$ cat src/rtl/heating_zone_if.sv
// Sensor-side and driver-side signals of the multi-zone heating controller,
// bundled so the controller sees one port for its whole zone bus.
interface heating_zone_if #(
    parameter int ZONES  = 4,
    parameter int TEMP_W = 8
);
    logic [TEMP_W-1:0]       setpoint;
    logic [ZONES*TEMP_W-1:0] temp;
    logic [ZONES-1:0]        presence;
    logic [ZONES-1:0]        window;
    logic [ZONES-1:0]        ac_cool;
    logic [ZONES-1:0]        heat;
    logic [ZONES-1:0]        lockout;

    modport master (
        output setpoint, temp, presence, window, ac_cool,
        input  heat, lockout
    );

    modport slave (
        input  setpoint, temp, presence, window, ac_cool,
        output heat, lockout
    );
endinterface

$ cat src/rtl/heating_zone_controller.sv
// Multi-zone heating enable: per-zone hysteresis/dwell/occupancy FSMs with a
// global cap on how many zones may heat at once.
module heating_zone_controller #(
    parameter int ZONES        = 4,
    parameter int TEMP_W       = 8,
    parameter int HYST         = 2,
    parameter int MIN_ON       = 16,
    parameter int MIN_OFF      = 16,
    parameter int VACANCY_HOLD = 64,
    parameter int MAX_ACTIVE   = 2
) (
    input logic           clk,
    input logic           reset_n,
    heating_zone_if.slave zone_bus
);

    localparam int DWELL_MAX = (MIN_ON > MIN_OFF) ? MIN_ON : MIN_OFF;
    localparam int CNT_W     = $clog2(DWELL_MAX) + 1;
    localparam int VAC_W     = $clog2(VACANCY_HOLD + 1);
    localparam int CMP_W     = TEMP_W + 2;
    localparam int ACT_W     = $clog2(ZONES + 1) + 1;

    localparam logic [CNT_W-1:0] ON_LAST  = CNT_W'(MIN_ON - 1);
    localparam logic [CNT_W-1:0] OFF_LOAD = CNT_W'(MIN_OFF - 1);
    localparam logic [VAC_W-1:0] VAC_LOAD = VAC_W'(VACANCY_HOLD);
    localparam logic [ACT_W-1:0] ACT_CAP  = ACT_W'(MAX_ACTIVE);

    typedef enum logic [1:0] {
        IDLE     = 2'd0,
        HEAT     = 2'd1,
        HOLD_OFF = 2'd2,
        LOCKOUT  = 2'd3
    } zone_state_t;

    zone_state_t      state_q [ZONES];
    zone_state_t      state_d [ZONES];
    logic [CNT_W-1:0] cnt_q   [ZONES];
    logic [CNT_W-1:0] cnt_d   [ZONES];
    logic [VAC_W-1:0] vac_q   [ZONES];
    logic [VAC_W-1:0] vac_d   [ZONES];

    logic [ZONES-1:0] cold;
    logic [ZONES-1:0] warm;
    logic [ZONES-1:0] occupied;
    logic [ZONES-1:0] request;
    logic [ZONES-1:0] grant;
    logic [ZONES-1:0] heat_d;
    logic [ZONES-1:0] lockout_d;
    logic [ZONES-1:0] heat_q;
    logic [ZONES-1:0] lockout_q;
    logic [ACT_W-1:0] active;
    logic [ACT_W-1:0] granted;

    // Widened compares so temp+HYST and setpoint+HYST can never wrap.
    always_comb begin
        cold     = '0;
        warm     = '0;
        occupied = '0;
        request  = '0;
        for (int i = 0; i < ZONES; i++) begin
            cold[i] = (CMP_W'(zone_bus.temp[i*TEMP_W +: TEMP_W]) + CMP_W'(HYST))
                      < CMP_W'(zone_bus.setpoint);
            warm[i] = CMP_W'(zone_bus.temp[i*TEMP_W +: TEMP_W])
                      >= (CMP_W'(zone_bus.setpoint) + CMP_W'(HYST));
            occupied[i] = zone_bus.presence[i] | (vac_q[i] != '0);
            vac_d[i]    = zone_bus.presence[i] ? VAC_LOAD
                        : (vac_q[i] == '0) ? '0 : vac_q[i] - VAC_W'(1);
            request[i]  = (state_q[i] == IDLE) & ~zone_bus.window[i] & cold[i]
                          & occupied[i] & ~zone_bus.ac_cool[i];
        end
    end

    // Only zones already in HEAT count against the cap, so a slot freed this
    // cycle is first grantable on the next one.
    always_comb begin
        active  = '0;
        granted = '0;
        grant   = '0;
        for (int i = 0; i < ZONES; i++) begin
            if (state_q[i] == HEAT) begin
                active = active + ACT_W'(1);
            end
        end
        granted = active;
        for (int i = 0; i < ZONES; i++) begin
            if (request[i] && (granted < ACT_CAP)) begin
                grant[i] = 1'b1;
                granted  = granted + ACT_W'(1);
            end
        end
    end

    always_comb begin
        heat_d    = '0;
        lockout_d = '0;
        for (int i = 0; i < ZONES; i++) begin
            state_d[i] = state_q[i];
            cnt_d[i]   = cnt_q[i];
            case (state_q[i])
                IDLE: begin
                    if (zone_bus.window[i]) begin
                        state_d[i] = LOCKOUT;
                    end else if (grant[i]) begin
                        state_d[i] = HEAT;
                        cnt_d[i]   = '0;
                    end
                end
                HEAT: begin
                    if (zone_bus.window[i]) begin
                        state_d[i] = LOCKOUT;
                    end else if (zone_bus.ac_cool[i]) begin
                        state_d[i] = HOLD_OFF;
                        cnt_d[i]   = OFF_LOAD;
                    end else if (cnt_q[i] == ON_LAST) begin
                        if (warm[i] || !occupied[i]) begin
                            state_d[i] = HOLD_OFF;
                            cnt_d[i]   = OFF_LOAD;
                        end
                    end else begin
                        cnt_d[i] = cnt_q[i] + CNT_W'(1);
                    end
                end
                HOLD_OFF: begin
                    if (zone_bus.window[i]) begin
                        state_d[i] = LOCKOUT;
                    end else if (cnt_q[i] == '0) begin
                        state_d[i] = IDLE;
                    end else begin
                        cnt_d[i] = cnt_q[i] - CNT_W'(1);
                    end
                end
                LOCKOUT: begin
                    if (!zone_bus.window[i]) begin
                        state_d[i] = HOLD_OFF;
                        cnt_d[i]   = OFF_LOAD;
                    end
                end
                default: begin
                    state_d[i] = IDLE;
                    cnt_d[i]   = '0;
                end
            endcase
            heat_d[i]    = (state_d[i] == HEAT);
            lockout_d[i] = (state_d[i] == LOCKOUT);
        end
    end

    always_ff @(posedge clk) begin
        if (!reset_n) begin
            for (int i = 0; i < ZONES; i++) begin
                state_q[i] <= IDLE;
                cnt_q[i]   <= '0;
                vac_q[i]   <= '0;
            end
            heat_q    <= '0;
            lockout_q <= '0;
        end else begin
            for (int i = 0; i < ZONES; i++) begin
                state_q[i] <= state_d[i];
                cnt_q[i]   <= cnt_d[i];
                vac_q[i]   <= vac_d[i];
            end
            heat_q    <= heat_d;
            lockout_q <= lockout_d;
        end
    end

    assign zone_bus.heat    = heat_q;
    assign zone_bus.lockout = lockout_q;

endmodule

$ cat src/flat_wrapper.sv
// flat-port wrapper written by rule: the top's interface ports become plain ports
module heating_zone_controller_flat 
#(
    parameter int ZONES        = 4,
    parameter int TEMP_W       = 8,
    parameter int HYST         = 2,
    parameter int MIN_ON       = 16,
    parameter int MIN_OFF      = 16,
    parameter int VACANCY_HOLD = 64,
    parameter int MAX_ACTIVE   = 2
)
  (clk, reset_n, zone_bus_setpoint, zone_bus_temp, zone_bus_presence, zone_bus_window, zone_bus_ac_cool, zone_bus_heat, zone_bus_lockout);
  heating_zone_if #(.ZONES(ZONES), .TEMP_W(TEMP_W)) zone_bus_i ();
  input logic clk;
  input logic reset_n;
  input wire logic [$bits(zone_bus_i.setpoint)-1:0] zone_bus_setpoint;
  input wire logic [$bits(zone_bus_i.temp)-1:0] zone_bus_temp;
  input wire logic [$bits(zone_bus_i.presence)-1:0] zone_bus_presence;
  input wire logic [$bits(zone_bus_i.window)-1:0] zone_bus_window;
  input wire logic [$bits(zone_bus_i.ac_cool)-1:0] zone_bus_ac_cool;
  output wire logic [$bits(zone_bus_i.heat)-1:0] zone_bus_heat;
  output wire logic [$bits(zone_bus_i.lockout)-1:0] zone_bus_lockout;
  assign zone_bus_i.setpoint = zone_bus_setpoint;
  assign zone_bus_i.temp = zone_bus_temp;
  assign zone_bus_i.presence = zone_bus_presence;
  assign zone_bus_i.window = zone_bus_window;
  assign zone_bus_i.ac_cool = zone_bus_ac_cool;
  assign zone_bus_heat = zone_bus_i.heat;
  assign zone_bus_lockout = zone_bus_i.lockout;
  heating_zone_controller #(.ZONES(ZONES), .TEMP_W(TEMP_W), .HYST(HYST), .MIN_ON(MIN_ON), .MIN_OFF(MIN_OFF), .VACANCY_HOLD(VACANCY_HOLD), .MAX_ACTIVE(MAX_ACTIVE)) u_core (.clk(clk), .reset_n(reset_n), .zone_bus(zone_bus_i));
endmodule
$ cat config.mk
export PLATFORM = sky130hd
export DESIGN_NAME = heating_zone_controller_flat
export DESIGN_NICKNAME = d
export VERILOG_FILES = /design/src/rtl/heating_zone_if.sv /design/src/rtl/heating_zone_controller.sv /design/src/flat_wrapper.sv
export SDC_FILE = /design/constraint.sdc
export NUM_CORES = 1
export LEC_CHECK = 0
export ABC_AREA = 1
export CAP_MARGIN = 20
export CORE_MARGIN = 4
export CORE_UTILIZATION = 60
export CTS_CLUSTER_DIAMETER = 40
export DETAILED_ROUTE_END_ITERATION = 7
export PLACE_DENSITY = 0.88
export RECOVER_POWER = 50
export SYNTH_ARGS = -nofsm -noshare
export SYNTH_HDL_FRONTEND = slang
export SYNTH_SLANG_ARGS = --single-unit
$ cat constraint.sdc
create_clock -name clk -period 12.3 [get_ports clk]
set_input_delay 1.23 -clock clk [delete_from_list [all_inputs] [get_ports clk]]
set_output_delay 1.23 -clock clk [all_outputs]
set_load 0.01 [all_outputs]
==> results.md, run 1 <==
| Step | Metric | Value |
|---|---|---|
| route | Detail Route Antenna Nets | 0 |
| final layout | Ant. Diodes | 0 |
| global routing | Number of global-route vias before repair | 5,445 |
| timing | Setup repair after global routing missed its margin | false |
| route | Number of vias in the routed layout | 5,682 |
| clock network | CTS tree | done |
| timing | Accumulated negative setup slack | 0 ps |
| route | Initial detailed-routing violation count | 267 |
| critical path | Slack of the worst reg-to-reg path | 7570 ps |
| critical path | Endpoint type of the worst setup path | flop |
| clock network | Clk Latency, worst-skew pair | 350 ps |
| run status | Run status | finished, final reports clean |
| global routing | Initial antenna violation count | 0 |
| timing | Worst Max-Slew Pin Slew | 1180 ps |
| route | DR WL/cell | 12.6 um |
| place | GP Congestion | 0.908 |
| logic synthesis | Mean area per synthesized cell | 6.75 um2 |
| floorplan | Number of core rows | 35 |
| final layout | Layout Cells excl Fill | 1,058 |
| global routing | Global-route wire length before repair | 23,300 um |
| logic synthesis | Fraction of registers with async set/reset | 0 |
| logic synthesis | Gate count after technology mapping | 856 |
| place | Half-perimeter wire length of the detailed placement result | 10,800 um |
| final layout | Layout cell share with drive strength beyond 1 | 0.0646 |
| timing | Setup skew after layout | 7.39 ps |
| final layout | Layout net count | 1,066 |
| final layout | Final Core Density | 0.726 |
| final layout | Filler cells | 762 |
| floorplan | I/O pins | 62 |
| global routing | Global route overflow | 0 |
| critical path | R2R Path Start | u_core.state_q[0][0]$_SDFF_PN0_ |
| timing | Number of hold-slack violations in the final timing report | 0 |
| logic synthesis | Leading cell types by total area after synthesis | dfxtp_1 22%, ha_1 19%, nand2_1 10% |
| critical path | Worst EP required | 12,590 ps |
| hold path | Type of the worst min-delay path | flop to flop |
| clock network | Number of sinks driven by the clock tree | 64 |
| pwr | Power per Cell Area | 140 nW/um2 |
| logic synthesis | Most common library cells after synthesis | 160 x nand2_1, 136 x inv_1, 97 x nor2_1 |
| timing | Final min period | 5120 ps |
| critical path | Critical path fanouts, max | 7 |
| global routing | Global Route Usage Sum | 0.246 |
| hold path | Hold Crit Start | u_core.vac_q[0][7]$_SDFF_PP0_ |
| critical path | Most used cell, CP | nand2_1 |
| critical path | Maximum single-stage delay on the critical path | 510 ps |
| timing | Max-slew violations | 0 |
| clock network | Number of buffers on the longest clock path | 2 |
| timing | Final hold slack | 411 ps |
| critical path | R2R cell count | 28 |
| logic synthesis | Most instantiated library cell after synthesis | nand2_1 |
| timing | Portion of the clock cycle consumed by the worst path in the final layout | 0.416 |
| logic synthesis | Portion of the post-synthesis area used by sequential elements | 0.222 |
| route | Final Routed Wirelength | 13,400 um |
| route | Number of search-and-repair iterations in the first detailed-routing pass | 5 |
| place | Placed cell count | 1,042 |
| timing | Final setup violation count | 0 |
| critical path | Nature of the critical path startpoint | primary input |
| final layout | Synthesis-to-layout area growth | 17.2% |
| floorplan | Full die area | 11,300 um2 |
| critical path | Destination of the worst register-to-register timing path | u_core.cnt_q[3][2]$_SDFFE_PN0P_ |
| route | Routed via count divided by cell count | 5.37 |
| logic synthesis | Number of enable-type register cells in the synthesized netlist | 0 |
| pwr | Static leakage | 3.43 nW |
| floorplan | Width of the die | 106 um |
| clock network | Resized Gates After CTS | 0 |
| logic synthesis | Number of distinct standard cells referenced by the synthesized netlist | 50 |
| floorplan | Initial core utilization | 0.619 |
| timing | Upper clock frequency limit | 195 MHz |
| floorplan | Vertical die dimension | 106 um |
| hold path | Endpoint, Worst Hold | u_core.vac_q[0][7]$_SDFF_PP0_ |
| logic synthesis | Post-synth top area cell | dfxtp_1 |
| clock network | Number of levels the H-tree was split into | 3 |
| clock network | Clk pin slew, worst setup/hold paths | 80 ps |
| clock network | Cts bufs inserted | 9 |
| critical path | Startpoint-to-endpoint class of the critical path | primary input to flop |
| pwr | Maximum vdd drop | 0.108 mV |
| clock network | Cts hold-fix bufs | 0 |
| clock network | Post CTS Setup Buffer Count | 0 |
| place | Count of port buffers added during placement | 61 |
| logic synthesis | Yosys warning total | 0 |
| job | Max-cap violations | 0 |
| logic synthesis | Mapped Nets | 998 |
| logic synthesis | Synthesis-stage register bit count | 64 |
| logic synthesis | Share of Yosys cell area claimed by the top area cell type | 0.222 |
| hold path | Count of cells along the worst hold path | 1 |
| logic synthesis | Dominant synthesized flop cell | dfxtp_1 |
| critical path | Crit path DAT | 5410 ps |
| route | # DRC | 0 |
| logic synthesis | Area of the mapped netlist | 5780 um2 |
| critical path | Critical Path Slowest Stage Cell | clkdlybuf4s50_1 |
| floorplan | Core ar. | 9330 um2 |
| clock network | Root Buffer | clkbuf_8 |
| timing | Max_slew headroom | 0.210 |
| global routing | Pin count of the biggest net entering global routing | 24 |
layout by cell type, fill, tap and decap left out, types with 13 or more instances in the layout:
cell type and count:
nand2_1 160, clkdlybuf4s50_1 52, dfxtp_1 64, a21oi_1 65, o21ai_0 31, ha_1 88, nand3_1 50, xor2_1 28
inv_1 136, nor3_1 13, nor2_1 97
area by class of cell:
cell class                 instances  area, um2  share of cell area
clock buffer                       9        124              0.0183
inverter                         144        541              0.0798
tap                              129        161              0.0238
timing repair buffer              62        614              0.0907
sequential                        64       1280               0.189
clock inverter                     7        119              0.0176
multi-input combinational        643       3930               0.581
power breakdown:
group          internal (mW)  total, mW  switching (mW)
sequential             0.249      0.286          0.0372
clock                  0.135      0.223          0.0884
combinational          0.177      0.437           0.260
worst max-delay path by stage:
| stage | start | endpoint | slack, ps |
|---|---|---|---|
| floorplan | zone_bus_temp[1] | u_core.cnt_q[3][3]$_SDFFE_PN0P_ | 7720 |
| global placement | zone_bus_temp[1] | u_core.cnt_q[3][3]$_SDFFE_PN0P_ | 7050 |
| detailed placement | zone_bus_temp[1] | u_core.cnt_q[3][3]$_SDFFE_PN0P_ | 6890 |
| CTS | zone_bus_temp[1] | u_core.cnt_q[3][2]$_SDFFE_PN0P_ | 7250 |
| global route | zone_bus_temp[2] | u_core.cnt_q[3][2]$_SDFFE_PN0P_ | 6830 |
| finish | zone_bus_temp[1] | u_core.cnt_q[3][2]$_SDFFE_PN0P_ | 7180 |
metal layers:
metal / GRT usage / up-vias / routed length, um
met5: 0 / - / 0
met4: 0.0999 / 0 / 354
met3: 0.0437 / 33 / 718
met2: 0.406 / 159 / 6180
met1: 0.317 / 2550 / 6120
li1: - / 2940 / -
state kept, by name, summed over array words and instances (netlist names):
name,flops
u_core.zone_bus.heat,4
u_core.cnt_q,20
u_core.vac_q,28
u_core.state_q,8
u_core.zone_bus.lockout,4
stage by stage:
step | instance area [um2] | total power [mW] | setup WS (ps)
finish | 6770 | 0.947 | 7180
floorplan | 5780 | 0.610 | 7720
CTS | 6780 | 0.949 | 7250
global route | 6770 | 1.03 | 6830
detailed placement | 6530 | 0.723 | 6890
global placement | 6530 | 0.708 | 7050
worst max-delay path: cells and delay by family:
| family | cells | cell delay, ps |
|---|---|---|
| and+or+nand+nor | 18 | 1770 |
| adders and majority gates | 4 | 1040 |
| buffers and inverters | 4 | 690 |
| AOI/OAI and AO/OA | 1 | 340 |
| xor gates and xnor gates | 2 | 330 |
cell families (layout without fill, tap and decap cells):
family	Yosys count	count (layout)	share of synthesized area
buf+inv	149	222	0.0977
compound gates	140	140	0.140
simple gates	377	377	0.293
xor+xnor	38	38	0.0576
flops	64	64	0.222
fa+ha+maj	88	88	0.191
No activity file was read; power rests on OpenSTA's default activity.
==> run 2, diff against run 1 <==
CORE_UTILIZATION = 53   (was 60)
PLACE_DENSITY = 0.83   (was 0.88)
clock period = 4.7 ns   (was 12.3 ns; I/O delays follow)
==> run 2 against run 1 <==
Clock skew is essentially flat. Hold slack is essentially flat. Register-to-register slack lost 7200 ps. Largest power group unchanged.
==> results.md, run 2 (synthesis gave the netlist of run 1 again) <==
| Step | Metric | Value |
|---|---|---|
| run status | Run status | finished, final reports clean |
| final layout | Commonest non-fill, non-tap cells in the layout | 160 x nand2_1, 136 x inv_1, 96 x nor2_1 |
| route | Number of search-and-repair iterations in the first detailed-routing pass | 7 |
| final layout | Final Core Density | 0.648 |
| timing | Number of hold-slack violations in the final timing report | 0 |
| global routing | Number of global-route vias before repair | 5,335 |
| critical path | R2R cell count | 28 |
| floorplan | Number of core rows | 37 |
| floorplan | Full die area | 12,600 um2 |
| final layout | Ant. Diodes | 0 |
| critical path | Cell count along the critical path | 28 |
| place | Cell area after placement | 6560 um2 |
| global routing | Global Route Usage Sum | 0.214 |
| timing | Final setup violation count | 0 |
| timing | Worst Max-Slew Pin Slew | 744 ps |
| floorplan | Initial core utilization | 0.552 |
| route | Final Routed Wirelength | 13,400 um |
| route | Initial detailed-routing violation count | 329 |
| pwr | Maximum vdd drop | 0.247 mV |
| timing | Upper clock frequency limit | 232 MHz |
| floorplan | Vertical die dimension | 112 um |
| global routing | Initial antenna violation count | 0 |
| job | Max-cap violations | 0 |
| timing | Setup skew after layout | 7.17 ps |
| critical path | Cell family contributing the most delay on the critical path | simple AND/OR/NAND/NOR gates |
| clock network | Number of levels the H-tree was split into | 3 |
| clock network | Root Buffer | clkbuf_8 |
| place | Count of port buffers added during placement | 61 |
| global routing | Global-route wire length before repair | 23,100 um |
| floorplan | Width of the die | 112 um |
| timing | Final min period | 4320 ps |
| critical path | Startpoint-to-endpoint class of the critical path | flop to flop |
| timing | Max_slew headroom | 0.504 |
| route | # DRC | 0 |
| final layout | Max reg flops | 28 |
| floorplan | I/O pins | 62 |
| place | GP Congestion | 0.912 |
| timing | Accumulated negative setup slack | 0 ps |
| clock network | Cts bufs inserted | 9 |
| critical path | Maximum single-stage delay on the critical path | 350 ps |
| final layout | Layout cell share with drive strength beyond 1 | 0.0720 |
| clock network | Number of buffers on the longest clock path | 2 |
| timing | Max-slew violations | 0 |
| clock network | Clk Latency, worst-skew pair | 340 ps |
| final layout | Layout Cells excl Fill | 1,067 |
| route | Number of vias in the routed layout | 5,610 |
| clock network | Number of sinks driven by the clock tree | 64 |
| clock network | CTS tree | done |
| place | Placed cell count | 1,051 |
| critical path | Critical path fanouts, max | 7 |
| route | Detail Route Antenna Nets | 0 |
| global routing | Pin count of the biggest net entering global routing | 24 |
| pwr | Overall power consumption | 2.40 mW |
| global routing | Global route overflow | 0 |
| critical path | Buffers and inverters on the worst path | 6 |
| hold path | Type of the worst min-delay path | flop to flop |
| critical path | Nature of the critical path startpoint | flop |
| final layout | Layout net count | 1,068 |
| critical path | Crit path DAT | 4560 ps |
| final layout | Filler cells | 942 |
| route | DR WL/cell | 12.5 um |
| clock network | Clk pin slew, worst setup/hold paths | 70 ps |
| timing | Setup repair after global routing missed its margin | false |
| critical path | Endpoint type of the worst setup path | flop |
| final layout | Register bank with the most flops | u_core.vac_q |
| floorplan | Core ar. | 10,500 um2 |
| route | Routed via count divided by cell count | 5.26 |
| final layout | Top Registers | u_core.vac_q (28), u_core.cnt_q (20), u_core.state_q (8) |
| timing | Portion of the clock cycle consumed by the worst path in the final layout | 0.918 |
| place | Half-perimeter wire length of the detailed placement result | 10,600 um |
| clock network | Cts hold-fix bufs | 0 |
| final layout | Synthesis-to-layout area growth | 17.4% |
| final layout | Most common library cell in the layout ignoring fill and taps | nand2_1 |
| clock network | Post CTS Setup Buffer Count | 0 |
| critical path | Most used cell, CP | inv_1 |
| critical path | Worst EP required | 4940 ps |
| critical path | Critical Path Slowest Stage Cell | dfxtp_2 |
| clock network | Resized Gates After CTS | 0 |
| hold path | Count of cells along the worst hold path | 1 |
| pwr | Static leakage | 3.43 nW |
| pwr | Power per Cell Area | 354 nW/um2 |
| final layout | Post-route standard cell area excluding fillers | 6780 um2 |
run 2: cell count changes in the layout (fill, tap and decap cells not counted), moves of 2 or more:
cell,change
bufinv_16,-2
dfxtp_2,+3
buf_4,+2
dfxtp_1,-3
run 2: per-stage QoR:
stage | setup slack [ps] | hold slack, ps
2_1_floorplan | 619 | 393
3_3_place_gp | 183 | 400
3_5_place_dp | 16.4 | 404
4_1_cts | 210 | 415
5_1_grt | 7.92 | 427
6_report | 385 | 411
run 2: routing by layer:
metal / routed length [um] / GRT usage / up-vias
li1: - / - / 2933
met1: 6320 / 0.279 / 2522
met2: 6220 / 0.366 / 137
met3: 603 / 0.0388 / 18
met4: 209 / 0.0577 / 0
met5: 0 / 0 / -
run 2: where the power goes:
part	total [mW]	switching, mW	internal, mW	leakage, nW
clock network	0.484	0.226	0.259	0.0993
logic	1.16	0.690	0.473	2.80
registers	0.755	0.101	0.654	0.528
run 2: layout make-up:
class	count	area [um2]	share of cell area
tap	136	170	0.0251
clock inverter	5	56.3	0.00830
timing repair buffer	64	629	0.0928
sequential	64	1280	0.189
multi-input combinational	643	3960	0.584
inverter	144	541	0.0797
clock buffer	11	141	0.0208
run 2: worst paths after layout:
| kind | endpoint | slack (ps) | startpoint |
|---|---|---|---|
| hold reg to reg | u_core.vac_q[0][21]$_SDFF_PP0_ | 410 | u_core.vac_q[0][21]$_SDFF_PP0_ |
| setup / recovery | u_core.cnt_q[3][1]$_SDFFE_PN0P_ | 380 | u_core.state_q[0][1]$_SDFF_PN0_ |
| hold / removal | u_core.vac_q[0][21]$_SDFF_PP0_ | 410 | u_core.vac_q[0][21]$_SDFF_PP0_ |
| setup reg to reg | u_core.cnt_q[3][1]$_SDFFE_PN0P_ | 380 | u_core.state_q[0][1]$_SDFF_PN0_ |
